$ cat config.mk
export PLATFORM = sky130hd
export DESIGN_NAME = wb_dma_fifo_slv_flat
export DESIGN_NICKNAME = d
export VERILOG_FILES = /design/src/rtl/wb_dma_fifo_pkg.sv /design/src/rtl/wb_if.sv /design/src/rtl/wb_dma_sfifo.sv /design/src/rtl/wb_dma_fifo_slv.sv /design/src/flat_wrapper.sv
export SDC_FILE = /design/constraint.sdc
export NUM_CORES = 1
export LEC_CHECK = 0
export ABC_CLOCK_PERIOD_IN_PS = 9070
export CORE_UTILIZATION = 35
export CTS_CLUSTER_DIAMETER = 200
export DETAILED_ROUTE_END_ITERATION = 16
export SLEW_MARGIN = 5
export SYNTH_ARGS = -nofsm -noshare
export SYNTH_HDL_FRONTEND = slang
export SYNTH_SLANG_ARGS = --single-unit
$ cat constraint.sdc
create_clock -name clk -period 9.07 [get_ports clk]
set_input_delay 0.907 -clock clk [delete_from_list [all_inputs] [get_ports clk]]
set_output_delay 0.907 -clock clk [all_outputs]
set_load 0.1 [all_outputs]
$ cat src/rtl/wb_dma_fifo_pkg.sv
// Shared definitions for the DMA-fed stream FIFO slave: register map, bit
// positions and the DMA handshake state type.
package wb_dma_fifo_pkg;

  // Word offsets decoded from ADR[3:2]
  localparam logic [1:0] REG_DATA   = 2'd0;
  localparam logic [1:0] REG_STATUS = 2'd1;
  localparam logic [1:0] REG_CTRL   = 2'd2;
  localparam logic [1:0] REG_SPARE  = 2'd3;

  // STATUS bit positions (level occupies [7:0])
  localparam int STAT_EMPTY = 8;
  localparam int STAT_FULL  = 9;
  localparam int STAT_OVF   = 10;
  localparam int STAT_LAST  = 11;

  // CTRL bit positions
  localparam int CTRL_EN      = 0;
  localparam int CTRL_THR_LSB = 1;
  localparam int CTRL_THR_MSB = 7;
  localparam int CTRL_OVF_IE  = 8;
  localparam int CTRL_CLR     = 9;

  typedef enum logic [1:0] {
    IDLE,
    REQ,
    HOLD
  } dma_state_e;

  // A zero threshold would never fire sensibly, and one above the FIFO depth
  // could never be reached, so both are pulled into the usable range.
  function automatic logic [7:0] clamp_thr(input logic [6:0] thr, input logic [7:0] depth);
    logic [7:0] t;
    t = {1'b0, thr};
    if (t == 8'd0) begin
      return 8'd1;
    end else if (t > depth) begin
      return depth;
    end else begin
      return t;
    end
  endfunction

endpackage

$ cat src/rtl/wb_if.sv
// Minimal 32-bit Wishbone bundle with master and slave views.
interface wb_if;
  logic        cyc;
  logic        stb;
  logic        we;
  logic [31:0] adr;
  logic [3:0]  sel;
  logic [31:0] wdata;
  logic [31:0] rdata;
  logic        ack;
  logic        err;

  modport slave (
    input  cyc, stb, we, adr, sel, wdata,
    output rdata, ack, err
  );

  modport master (
    output cyc, stb, we, adr, sel, wdata,
    input  rdata, ack, err
  );
endinterface

$ cat src/rtl/wb_dma_sfifo.sv
// Synchronous FIFO with push, pop and flush. The head word is presented
// combinationally; a push into a full FIFO is accepted only alongside a pop.
module wb_dma_sfifo #(
  parameter int WIDTH = 32,
  parameter int DEPTH = 16
) (
  input  logic                     clk,
  input  logic                     rst,
  input  logic                     push,
  input  logic                     pop,
  input  logic                     flush,
  input  logic [WIDTH-1:0]         wdata,
  output logic [WIDTH-1:0]         rdata,
  output logic [$clog2(DEPTH):0]   level,
  output logic                     full,
  output logic                     empty
);

  localparam int AW = $clog2(DEPTH);
  localparam logic [AW:0] FULL_COUNT = (AW+1)'(DEPTH);

  logic [WIDTH-1:0] mem [DEPTH];
  logic [AW-1:0]    wr_ptr;
  logic [AW-1:0]    rd_ptr;
  logic [AW:0]      count;
  logic             do_push;
  logic             do_pop;

  assign full    = (count == FULL_COUNT);
  assign empty   = (count == '0);
  assign level   = count;
  assign rdata   = mem[rd_ptr];
  assign do_pop  = pop & ~empty;
  assign do_push = push & (~full | do_pop);

  // Storage array; no reset needed since occupancy is tracked by count
  always_ff @(posedge clk) begin
    if (do_push && !flush) begin
      mem[wr_ptr] <= wdata;
    end
  end

  // Pointer and occupancy bookkeeping; flush discards everything at once
  always_ff @(posedge clk) begin
    if (rst || flush) begin
      wr_ptr <= '0;
      rd_ptr <= '0;
      count  <= '0;
    end else begin
      if (do_push) begin
        wr_ptr <= wr_ptr + 1'b1;
      end
      if (do_pop) begin
        rd_ptr <= rd_ptr + 1'b1;
      end
      case ({do_push, do_pop})
        2'b10:   count <= count + 1'b1;
        2'b01:   count <= count - 1'b1;
        default: count <= count;
      endcase
    end
  end

endmodule

$ cat src/rtl/wb_dma_fifo_slv.sv
// Wishbone slave that buffers an inbound word stream and asks a wb_dma
// channel to drain it once a programmable watermark is reached. The final
// partial chunk of a packet is flagged to the DMA via dma_nd_o.
module wb_dma_fifo_slv
  import wb_dma_fifo_pkg::*;
#(
  parameter int DEPTH   = 16,
  parameter int DEF_THR = 4
) (
  input  logic        clk,
  input  logic        rst_i,
  wb_if.slave         wbs,
  input  logic        in_valid_i,
  input  logic [31:0] in_data_i,
  input  logic        in_last_i,
  output logic        in_ready_o,
  output logic        dma_req_o,
  output logic        dma_nd_o,
  input  logic        dma_ack_i,
  output logic        irq_o
);

  localparam int LW = $clog2(DEPTH) + 1;

  logic [LW-1:0] level;
  logic          full;
  logic          empty;
  logic [31:0]   head;

  logic [1:0]    reg_sel;
  logic          access;
  logic          acc_err;
  logic          pop;
  logic          push;
  logic          drop;
  logic          ctrl_wr;
  logic          status_wr;
  logic          clr;
  logic          ovf_clr;

  logic          en;
  logic [6:0]    thr;
  logic          ovf_ie;
  logic          ovf;
  logic          last_pend;

  logic [7:0]    level8;
  logic [7:0]    thr_eff;
  logic          start;
  logic          short_chunk;
  logic          nd_next;
  dma_state_e    state;
  dma_state_e    state_next;
  logic [31:0]   read_mux;
  logic          unused_bits;

  assign reg_sel   = wbs.adr[3:2];
  assign access    = wbs.cyc & wbs.stb & ~wbs.ack & ~wbs.err;
  assign acc_err   = access & (reg_sel == REG_DATA) & (wbs.we | empty);
  assign pop       = access & ~wbs.we & (reg_sel == REG_DATA) & ~empty;
  assign push      = in_valid_i & (~full | pop);
  assign drop      = in_valid_i & full & ~pop;
  assign ctrl_wr   = access & wbs.we & (reg_sel == REG_CTRL);
  assign status_wr = access & wbs.we & (reg_sel == REG_STATUS);
  assign clr       = ctrl_wr & wbs.wdata[CTRL_CLR];
  assign ovf_clr   = status_wr & wbs.wdata[STAT_OVF];

  assign unused_bits = ^{wbs.sel, wbs.adr[31:4], wbs.adr[1:0], wbs.wdata[31:11]};

  wb_dma_sfifo #(
    .WIDTH (32),
    .DEPTH (DEPTH)
  ) u_fifo (
    .clk   (clk),
    .rst   (rst_i),
    .push  (push),
    .pop   (pop),
    .flush (clr),
    .wdata (in_data_i),
    .rdata (head),
    .level (level),
    .full  (full),
    .empty (empty)
  );

  assign level8      = 8'(level);
  assign thr_eff     = clamp_thr(thr, 8'(DEPTH));
  assign start       = en & ((level8 >= thr_eff) | (last_pend & ~empty));
  assign short_chunk = (level8 < thr_eff);

  assign in_ready_o = ~full;
  assign dma_req_o  = (state == REQ);
  assign irq_o      = ovf & ovf_ie;

  // Control register, sticky overflow flag and end-of-packet tracking
  always_ff @(posedge clk) begin
    if (rst_i) begin
      en        <= 1'b0;
      thr       <= 7'(DEF_THR);
      ovf_ie    <= 1'b0;
      ovf       <= 1'b0;
      last_pend <= 1'b0;
    end else begin
      if (ctrl_wr) begin
        en     <= wbs.wdata[CTRL_EN];
        thr    <= wbs.wdata[CTRL_THR_MSB:CTRL_THR_LSB];
        ovf_ie <= wbs.wdata[CTRL_OVF_IE];
      end
      if (drop) begin
        ovf <= 1'b1;
      end else if (ovf_clr) begin
        ovf <= 1'b0;
      end
      if (clr) begin
        last_pend <= 1'b0;
      end else if (push && in_last_i) begin
        last_pend <= 1'b1;
      end else if (pop && !push && (level8 == 8'd1)) begin
        last_pend <= 1'b0;
      end
    end
  end

  // Register read multiplexer; head word is captured before the pop lands
  always_comb begin
    read_mux = '0;
    case (reg_sel)
      REG_DATA: read_mux = head;
      REG_STATUS: begin
        read_mux[7:0]      = level8;
        read_mux[STAT_EMPTY] = empty;
        read_mux[STAT_FULL]  = full;
        read_mux[STAT_OVF]   = ovf;
        read_mux[STAT_LAST]  = last_pend;
      end
      REG_CTRL: begin
        read_mux[CTRL_EN]                   = en;
        read_mux[CTRL_THR_MSB:CTRL_THR_LSB] = thr;
        read_mux[CTRL_OVF_IE]               = ovf_ie;
      end
      REG_SPARE: read_mux = '0;
      default:   read_mux = '0;
    endcase
  end

  // Single-cycle Wishbone termination, exactly one of ACK or ERR per access
  always_ff @(posedge clk) begin
    if (rst_i) begin
      wbs.ack   <= 1'b0;
      wbs.err   <= 1'b0;
      wbs.rdata <= '0;
    end else begin
      wbs.ack <= access & ~acc_err;
      wbs.err <= acc_err;
      if (access && !wbs.we && !acc_err) begin
        wbs.rdata <= read_mux;
      end
    end
  end

  // DMA handshake state register and registered short-chunk marker
  always_ff @(posedge clk) begin
    if (rst_i) begin
      state    <= IDLE;
      dma_nd_o <= 1'b0;
    end else begin
      state    <= state_next;
      dma_nd_o <= nd_next;
    end
  end

  // Request sequencing; HOLD guarantees one low cycle after each ack
  always_comb begin
    state_next = state;
    nd_next    = 1'b0;
    case (state)
      IDLE: begin
        if (start) begin
          state_next = REQ;
          nd_next    = short_chunk;
        end
      end
      REQ: begin
        if (!en) begin
          state_next = IDLE;
        end else if (dma_ack_i) begin
          state_next = HOLD;
        end
      end
      HOLD: begin
        if (start) begin
          state_next = REQ;
          nd_next    = short_chunk;
        end else begin
          state_next = IDLE;
        end
      end
      default: state_next = IDLE;
    endcase
    if (clr) begin
      state_next = IDLE;
      nd_next    = 1'b0;
    end
  end

endmodule
$ cat src/flat_wrapper.sv
// flat-port wrapper written by rule: the top's interface ports become plain ports
module wb_dma_fifo_slv_flat import wb_dma_fifo_pkg::*;
#(
  parameter int DEPTH   = 16,
  parameter int DEF_THR = 4
)
  (clk, rst_i, in_valid_i, in_data_i, in_last_i, in_ready_o, dma_req_o, dma_nd_o, dma_ack_i, irq_o, wbs_cyc, wbs_stb, wbs_we, wbs_adr, wbs_sel, wbs_wdata, wbs_rdata, wbs_ack, wbs_err);
  wb_if wbs_i ();
  input  logic clk;
  input  logic rst_i;
  input  logic in_valid_i;
  input  logic [31:0] in_data_i;
  input  logic in_last_i;
  output logic in_ready_o;
  output logic dma_req_o;
  output logic dma_nd_o;
  input  logic dma_ack_i;
  output logic irq_o;
  input wire logic [$bits(wbs_i.cyc)-1:0] wbs_cyc;
  input wire logic [$bits(wbs_i.stb)-1:0] wbs_stb;
  input wire logic [$bits(wbs_i.we)-1:0] wbs_we;
  input wire logic [$bits(wbs_i.adr)-1:0] wbs_adr;
  input wire logic [$bits(wbs_i.sel)-1:0] wbs_sel;
  input wire logic [$bits(wbs_i.wdata)-1:0] wbs_wdata;
  output wire logic [$bits(wbs_i.rdata)-1:0] wbs_rdata;
  output wire logic [$bits(wbs_i.ack)-1:0] wbs_ack;
  output wire logic [$bits(wbs_i.err)-1:0] wbs_err;
  assign wbs_i.cyc = wbs_cyc;
  assign wbs_i.stb = wbs_stb;
  assign wbs_i.we = wbs_we;
  assign wbs_i.adr = wbs_adr;
  assign wbs_i.sel = wbs_sel;
  assign wbs_i.wdata = wbs_wdata;
  assign wbs_rdata = wbs_i.rdata;
  assign wbs_ack = wbs_i.ack;
  assign wbs_err = wbs_i.err;
  wb_dma_fifo_slv #(.DEPTH(DEPTH), .DEF_THR(DEF_THR)) u_core (.clk(clk), .rst_i(rst_i), .wbs(wbs_i), .in_valid_i(in_valid_i), .in_data_i(in_data_i), .in_last_i(in_last_i), .in_ready_o(in_ready_o), .dma_req_o(dma_req_o), .dma_nd_o(dma_nd_o), .dma_ack_i(dma_ack_i), .irq_o(irq_o));
endmodule
; Word level (Yosys, flattened, before mapping)
; Memories as Yosys holds them, arrays and structs flattened. A register that Yosys moved wholly into a read port is not among the register bits.
; Index checks and enable logic that the tools add are counted.
[word_totals]
in_bits = 108
out_inout_bits = 38
ramBits = 512
regBits = 61
mem_count = 1
word_cells = 108
[op_classes]
mux = 19
addsub = 4
eq_ne = 11
n_bitwise = 35
order_cmp = 3
n_reduce_logical = 22
[mem_list]
columns = name, words, width, read_ports, rd_clocked_by_memory_dff, write_ports, line
row1 = u_core.u_fifo.mem, 16, 32, 1, 1, 1, wb_dma_sfifo.sv:22  ; logic [WIDTH-1:0] mem [DEPTH];
[op_table]
columns = op, n
row1 = 9-bit case mux with 4 select lines, 1
row2 = 1-bit AND, 22
row3 = 20-bit 2-to-1 mux, 1
row4 = 5-bit case mux with 2 select lines, 1
row5 = 1-bit inverter, 9
row6 = "4-bit by 1-bit adder with 4-bit output, second input constant", 2
row7 = "2-bit equality test, second input constant", 4
row8 = 5-bit by 8-bit >= comparator with 1-bit output, 1
row9 = 5-bit by 8-bit less-than comparator with 1-bit output, 1
row10 = 4-bit 2-to-1 mux, 2
row11 = 8-bit 2-to-1 mux, 1
row12 = "7-bit by 5-bit greater-than comparator with 1-bit output, second input constant", 1
row13 = 7-bit zero test, 1
row14 = 1-bit 2-to-1 mux, 7
row15 = 7-bit 2-to-1 mux, 1
row16 = "2-bit by 1-bit equality test with 1-bit output, second input constant", 3
row17 = 1-bit logical AND, 6
row18 = 2-bit 2-to-1 mux, 3
row19 = 2-bit case mux with 3 select lines, 1
row20 = 3-bit case mux with 2 select lines, 1
row21 = 2-bit nonzero test, 3
row22 = "5-bit by 1-bit adder with 5-bit output, second input constant", 1
row23 = "5-bit by 1-bit equality test with 1-bit output, second input constant", 1
row24 = "5-bit equality test, second input constant", 1
row25 = other kinds (11), 19

; Logic depth before layout (Yosys ltp)
; Gate-level depths: netlist (run 1).
[logic_depth]
ltp_word = 13
ltp_mapped = 13

; Cells and area by module
; A second synthesis (run 1) with hierarchy kept.
[unflattened]
cells_unflattened = 1174
hier_area_um2 = 22405.2
[by_module_without_submodules]
columns = mod, n_inst, cells_per_inst, area_per_inst_um2, seq_area_each_um2
row1 = wb_dma_sfifo, 1, 913, 20183.1, 15715.1
row2 = wb_dma_fifo_slv, 1, 261, 2222.1, 960.9

; Worst setup path after synthesis (run 1)
; No wires, ideal clock.
[synth_timing]
path_kind = input to register
start = in wbs_adr[3]
end = mem u_core.u_fifo.mem[0][0] (enable)
stages = 8
setup_time_ns = 0.461
required_ns = 8.609
slack_ns = 4.282
path_buffers = 3
arrival_time_ns = 4.327
cell_sequence = buf_6 -> or2_1 -> buf_6 -> o31ai_2 -> and2_1 -> buf_2 -> nand3_1 -> nor3_1
[synth_via]
elab_chain_cells = 9
elab_cells_between_ends = 15
classes_between = eq/ne (1) / mux (2) / bitwise (9) / reduce/logical (3)
[synth_lines]
columns = element, line
row1 = from (decl), flat_wrapper.sv:22  ; input wire logic [$bits(wbs_i.adr)-1:0] wbs_adr;
row2 = 2-bit zero test, wb_dma_fifo_slv.sv:60  ; assign pop = access & ~wbs.we & (reg_sel == REG_DATA) & ~empty;
row3 = 1-bit AND (2 in a row), wb_dma_fifo_slv.sv:60
row4 = 1-bit OR or 1-bit AND (tied branches), "wb_dma_fifo_slv.sv:61, wb_dma_sfifo.sv:33"
row5 = 1-bit AND or 1-bit OR (tied branches), "wb_dma_fifo_slv.sv:61, wb_dma_sfifo.sv:34"
row6 = 1-bit AND, wb_dma_sfifo.sv:34  ; assign do_push = push & (~full | do_pop);
row7 = 1-bit logical AND *, wb_dma_sfifo.sv:38  ; if (do_push && !flush) begin
row8 = 1-bit 2-to-1 mux *, wb_dma_sfifo.sv:38
row9 = 1-bit 2-to-1 mux (implied by the code) *, wb_dma_sfifo.sv:39  ; mem[wr_ptr] <= wdata;
row10 = to (decl), wb_dma_sfifo.sv:22
; Every way passes the cells marked *; elsewhere a longest branch is shown, timed or not.

; Worst setup path in the final report (run 1)
[layout_timing]
start = in wbs_adr[3]
end = mem u_core.u_fifo.mem[1][31] (enable)
; Same word-level chain as after synthesis.

==> reports/metrics.cfg, run 1 <==
[status]
status = finished, final reports clean

[die]
boundaryPins = 146
start_util = 0.3538
core_area_um2 = 62970
die_area_um2 = 64670
die_y_um = 254.3
die_w_um = 254.3
fp-row-count = 92

[critical_path]
cp_slowest_cell = nor3_2
rr_startpoint = u_core.u_fifo.level[0]
path_cells = clkdlybuf4s50_1 -> or2_1 -> o31ai_2 -> and2_1 -> nand3_1 -> nor3_2 -> buf_4
regToRegEndpoint = u_core.u_fifo.mem[1][31]
critPathCaptureType = flip-flop
r2r_slack_ns = 5.24
critPathMaxStageDelay_ns = 0.87
cp.arrival_ns = 4.49
start_kind = input port
required_ns = 9.32
cp_max_fo = 24
crit_buf_inv = 2
rr_worst_depth = 8
cp_top_family = simple AND/OR/NAND/NOR gates
path_class = input port to flip-flop

[final_layout]
multi_input_area_um2 = 5343
area_delta_synth_final_pct = 17.40
layout_common_cells = edfxtp_1, mux4_2, clkdlybuf4s50_1
fin_util = 0.4154
seq_area_um2 = 16690
drive_gt1_frac = 0.2226
final_common_cell = edfxtp_1
num_antenna_cells = 0
fillers = 5505
nets = 1368

[global_route]
grt_max_degree = 95
grtUsageTotal = 0.1529
grt_pass1_wl_um = 72750
gr-total-overflow = 0
antenna_found_initial = 4
grt_pass1_vias = 11160

[clock_tree]
cts.hold.buffers_added = 0
clk_pin_slew_ns = 0.06
cts_buffers = 58
clk_latency_ns = 0.62
cts_buffer_depth = 3
cts_setup_buffers = 0
cts_resized = 0
cts-root-buf = clkbuf_16
numClockSinks = 577
cts_tree = built
cts_max_level = 2

[sta]
finClkSkew_ns = 0.02358
hold_viol = 0
period_needed_ns = 4.239
tns_ns = 0
worst_pin_slew_ns = 1.150
setup_violations = 0
finalCritPeriodShare = 0.4674
fmax_mhz = 235.9
drv_slew = 0
rsz0062_at_grt = no
max-slew-margin-rel = 0.2308

[power_and_ir_drop]
vdd_drop_max_uv = 172.4
powerDensity_nw_per_um2 = 211.2
p_leak_nw = 7.976

[min_path]
hold_class = flip-flop to flip-flop
worstHoldStart = u_core.u_fifo.rd_ptr[1]
hold_depth = 2

[synth]
synth_seq_area_share = 0.7485
synth_cell_types = 53
synth_edf_count = 512
ys.flop_type = edfxtp_1
syn_nets = 1251
yosys_warnings = 0
async_reset_ff_frac = 0
ys_seq_elements = 577
avgSynthCellArea_um2 = 19.73
netlist_instances = 1129
syn-cell-area_um2 = 22280

[detailed_routing]
drt-total-wl_um = 48890
drtAntennaViolNets = 0
vias_per_cell = 5.100
first_iter_violations = 920
drt_pass1_iterations = 5
wire_per_inst_um = 22.85
drc = 0
dr_total_vias = 10910

[placement]
place.gp.congestion = 0.7990
port_buffers = 90
hpwl_um = 27410

[flow_run]
maxCapViolations = 0

Yosys cell counts, drive strengths merged (3+ instances only):
master  count  share of area
edfxtp    512           0.69
mux4      120           0.12
dfxtp      65          0.058
nor2       52         0.0090
mux2i      49          0.022
buf        41          0.012
o21ai      33         0.0074
a22oi      31          0.010
nand2      30         0.0051
mux2       25          0.013
a21oi      19         0.0043
clkbuf     18         0.0030
nand3      17         0.0038
ha         14         0.0079
a31oi      11         0.0031
inv        10         0.0017
nor3       10         0.0028
nor2b       9         0.0025
a211oi      8         0.0029
nand4       7         0.0020
xor2        6         0.0024
a221oi      5         0.0020
xnor2       5         0.0020
nand2b      4         0.0011
nor3b       3         0.0010
per-layer routing:
metal / up-vias / wire, µm / GRT usage
met5: - / 49 / 0
met4: 8 / 754 / 0.03683
met3: 68 / 2721 / 0.02868
met2: 265 / 23250 / 0.2458
met1: 5725 / 22120 / 0.2149
li1: 4847 / - / -
flip-flops by register name, summed over array words and instances (netlist names), named ones only:
name                  flops
u_core.dma_nd_o           1
u_core.en                 1
u_core.last_pend          1
u_core.ovf                1
u_core.ovf_ie             1
u_core.state              2
u_core.thr                7
u_core.u_fifo.level       5
u_core.u_fifo.mem       512
u_core.u_fifo.rd_ptr      4
u_core.u_fifo.wr_ptr      4
u_core.wbs.ack            1
u_core.wbs.err            1
u_core.wbs.rdata         32
kinds of logic after synthesis:
logic type | after synthesis | synth area share
adders and majority gates | 14 | 0.007862
and+or+nand+nor | 145 | 0.03218
buffers and inverters | 70 | 0.01679
muxes | 194 | 0.1559
DFF | 577 | 0.7485
AOI/OAI and AO/OA | 118 | 0.03442
xor gates and xnor gates | 11 | 0.004324
per-stage QoR:
| step | hold slack (ns) | cell area, µm² | cells | setup WS (ns) | power [mW] |
|---|---|---|---|---|---|
| floorplan | 0.4506 | 22280 | 1129 | 4.282 | 3.099 |
| global placement | 0.4821 | 24240 | 2032 | 4.237 | 3.188 |
| detailed placement | 0.4914 | 24240 | 2032 | 4.176 | 3.194 |
| CTS | 0.5008 | 26160 | 2140 | 4.799 | 5.576 |
| global route | 0.5210 | 26160 | 2140 | 4.557 | 5.700 |
| finish | 0.4969 | 26160 | 2140 | 4.831 | 5.524 |
area by class of cell:
class                   instances  area share
clock buffers                  75     0.05908
clock inverters                33     0.01421
inverters                      11    0.001626
well taps                     846     0.04047
repair buffers                116     0.04238
multi-input cells             482      0.2043
flip-flops and latches        577      0.6380
worst max-delay path by stage:
stage | start | to | slack, ns | cells past startpoint
2_1_floorplan | wbs_adr[3] | u_core.u_fifo.mem[0][0] | 4.28 | 8
3_3_place_gp | wbs_adr[3] | u_core.u_fifo.mem[1][16] | 4.24 | 7
3_5_place_dp | wbs_adr[3] | u_core.u_fifo.mem[0][15] | 4.18 | 7
4_1_cts | wbs_adr[3] | u_core.u_fifo.mem[1][31] | 4.80 | 7
5_1_grt | wbs_adr[3] | u_core.u_fifo.mem[1][31] | 4.56 | 7
6_report | wbs_adr[3] | u_core.u_fifo.mem[1][31] | 4.83 | 7
report_power, final:
group	total [mW]	internal (mW)	leakage, nW	switching [mW]
Sequential	2.94	2.92	5.15	0.0141
Combinational	0.197	0.0700	1.90	0.127
Clock	2.39	1.38	0.925	1.01
Total	5.52	4.38	7.98	1.15
worst reg2reg max path: stages, from the launching register on:
cell and delay, ns:
dfxtp_1 0.49, inv_1 0.12, ha_1 0.26, and4bb_2 0.30
o31ai_2 0.12, and2_1 0.38, nand3_1 0.37, nor3_2 0.87
buf_4 0.55
No activity file was read; power rests on OpenSTA's default activity.
==> inputs of run 2 (changes only) <==
- ABC_CLOCK_PERIOD_IN_PS: 9070 -> 4100
- clock period: 9.07 -> 4.1 ns (I/O delays scaled with it)
==> run 2 against run 1 <==
Effect of this change: die area is the same; design area increased by 1.0%; clock power increased by 120%; clock skew is 0.0065 ns lower; register-to-register slack worse by 4.3 ns; hold slack worse by 0.12 ns; total power grew 120%; critical path depth fell by 2; sequential share of layout area down 0.64 points; routed wire length shrank 0.98%; utilization increased by 0.42 points; largest cell class unchanged.
==> reports/metrics.cfg, run 2 (synthesis results as in run 1) <==
[placement]
place.gp.congestion = 0.7929
dpl_cell_area_um2 = 24540
hpwl_um = 27650
port_buffers = 90

[detailed_routing]
drc = 0
first_iter_violations = 821
drt-total-wl_um = 48410
wire_per_inst_um = 22.52
dr_total_vias = 10990
drtAntennaViolNets = 0
vias_per_cell = 5.111
drt_pass1_iterations = 5

[clock_tree]
cts_buffer_depth = 3
clk_latency_ns = 0.60
cts_buffers = 57
cts_tree = built
cts_setup_buffers = 0
cts_resized = 0
clk_pin_slew_ns = 0.06
cts-root-buf = clkbuf_16
cts.hold.buffers_added = 0
cts_max_level = 2
numClockSinks = 577

[global_route]
grt_pass1_vias = 11590
gr-total-overflow = 0
grtUsageTotal = 0.1519
grt_pass1_wl_um = 72860
grt_max_degree = 52
antenna_found_initial = 3

[die]
die_area_um2 = 64670
core_area_um2 = 62970
fp-row-count = 92
die_y_um = 254.3
die_w_um = 254.3
boundaryPins = 146
start_util = 0.3538

[sta]
finalCritPeriodShare = 0.8205
max-slew-margin-rel = 0.3279
tns_ns = 0
period_needed_ns = 3.364
drv_slew = 0
rsz0062_at_grt = no
fmax_mhz = 297.2
setup_violations = 0
finClkSkew_ns = 0.01705
worst_pin_slew_ns = 1.005
hold_viol = 0

[critical_path]
startpoint = u_core.u_fifo.level[0]
r2r_slack_ns = 0.92
regToRegEndpoint = u_core.u_fifo.mem[6][19]
cp.arrival_ns = 2.95
rr_startpoint = u_core.u_fifo.level[0]
path_class = flip-flop to primary output
critPathCaptureType = primary output
rr_worst_depth = 8
start_kind = flip-flop
crit_end = in_ready_o
required_ns = 3.69
cp_max_fo = 7

[final_layout]
final_common_cell = edfxtp_1
layout_common_cells = edfxtp_1, mux4_2, clkdlybuf4s50_1
drive_gt1_frac = 0.2331
largest_reg_flops = 512
num_antenna_cells = 0
nets = 1379
fin_util = 0.4196
multi_input_area_um2 = 5368
reg_top3 = u_core.u_fifo.mem x512, u_core.wbs.rdata x32, u_core.thr x7
fillers = 5533
regMostFlops = u_core.u_fifo.mem
area_delta_synth_final_pct = 18.58
final_area_um2 = 26420
seq_area_um2 = 16690

[power_and_ir_drop]
vdd_drop_max_uv = 286.2
seqPwrFrac = 0.536
finalPower_mw = 12.13
p_leak_nw = 8.077
internal-power_mw = 9.627
p_sw_mw = 2.505
clkPwrFrac = 0.427
powerDensity_nw_per_um2 = 459.2
pwr-share-comb = 0.037
switching_share = 0.2065

[min_path]
hold_class = input port to flip-flop

[status]
status = finished, final reports clean

[flow_run]
maxCapViolations = 0

-- run 2: cell count changes in the layout (fill, tap and decap cells not counted), moves of 2 or more --
cell,change
clkinv_2,+6
clkbuf_8,+7
clkinvlp_4,-4
bufinv_16,-2
buf_4,-3
nor3_2,-4
nor3_4,+4
clkbuf_1,-6
buf_12,+15
-- run 2: final cells by class --
| type | instances | share of cell area |
|---|---|---|
| multi-input combinational | 482 | 0.2032 |
| sequential | 577 | 0.6316 |
| tap | 846 | 0.04006 |
| timing repair buffer | 128 | 0.05247 |
| inverter | 11 | 0.001610 |
| clock buffer | 75 | 0.06033 |
| clock inverter | 31 | 0.01075 |
-- run 2: per-stage QoR --
stage	hold WS, ns	setup WS (ns)	cells
after global placement	0.4811	0.5720	2044
after floorplan	0.4506	0.3685	1129
after global routing	0.3866	0.6110	2150
after detailed placement	0.4814	0.5379	2044
after CTS	0.3442	0.7069	2150
final	0.3761	0.7358	2150
-- run 2: power groups by stage --
stage                     registers [mW]  clock network, mW  logic [mW]
after floorplan                     6.67                  0       0.187
after CTS                           6.50               5.31       0.458
after global placement              6.62                  0       0.443
after detailed placement            6.63                  0       0.455
after global routing                6.50               5.54       0.488
final                               6.50               5.18       0.452
-- run 2: how the worst min path moves through the flow --
stage                                        from               to  slack (ns)  cells past startpoint
final                                   dma_ack_i  u_core.state[1]        0.38                      3
after global routing                    dma_ack_i  u_core.state[1]        0.39                      3
after CTS                               dma_ack_i  u_core.state[1]        0.34                      3
after detailed placement  u_core.u_fifo.rd_ptr[1]        flip-flop        0.48                      2
after global placement    u_core.u_fifo.rd_ptr[1]        flip-flop        0.48                      2
after floorplan                        u_core.ovf       u_core.ovf        0.45                      2
-- run 2: worst max-delay path, stage by stage, from the launching register on --
cell	delay (ns)
dfxtp_1	0.48
inv_1	0.11
ha_1	0.26
and4bb_2	0.30
inv_1	0.08
clkdlybuf4s50_1	1.12
-- run 2: routing by layer --
metal,part of all wire,GRT usage
met5,0.00085,0
met4,0.017,0.03890
met3,0.053,0.02796
met2,0.48,0.2462
met1,0.45,0.2112
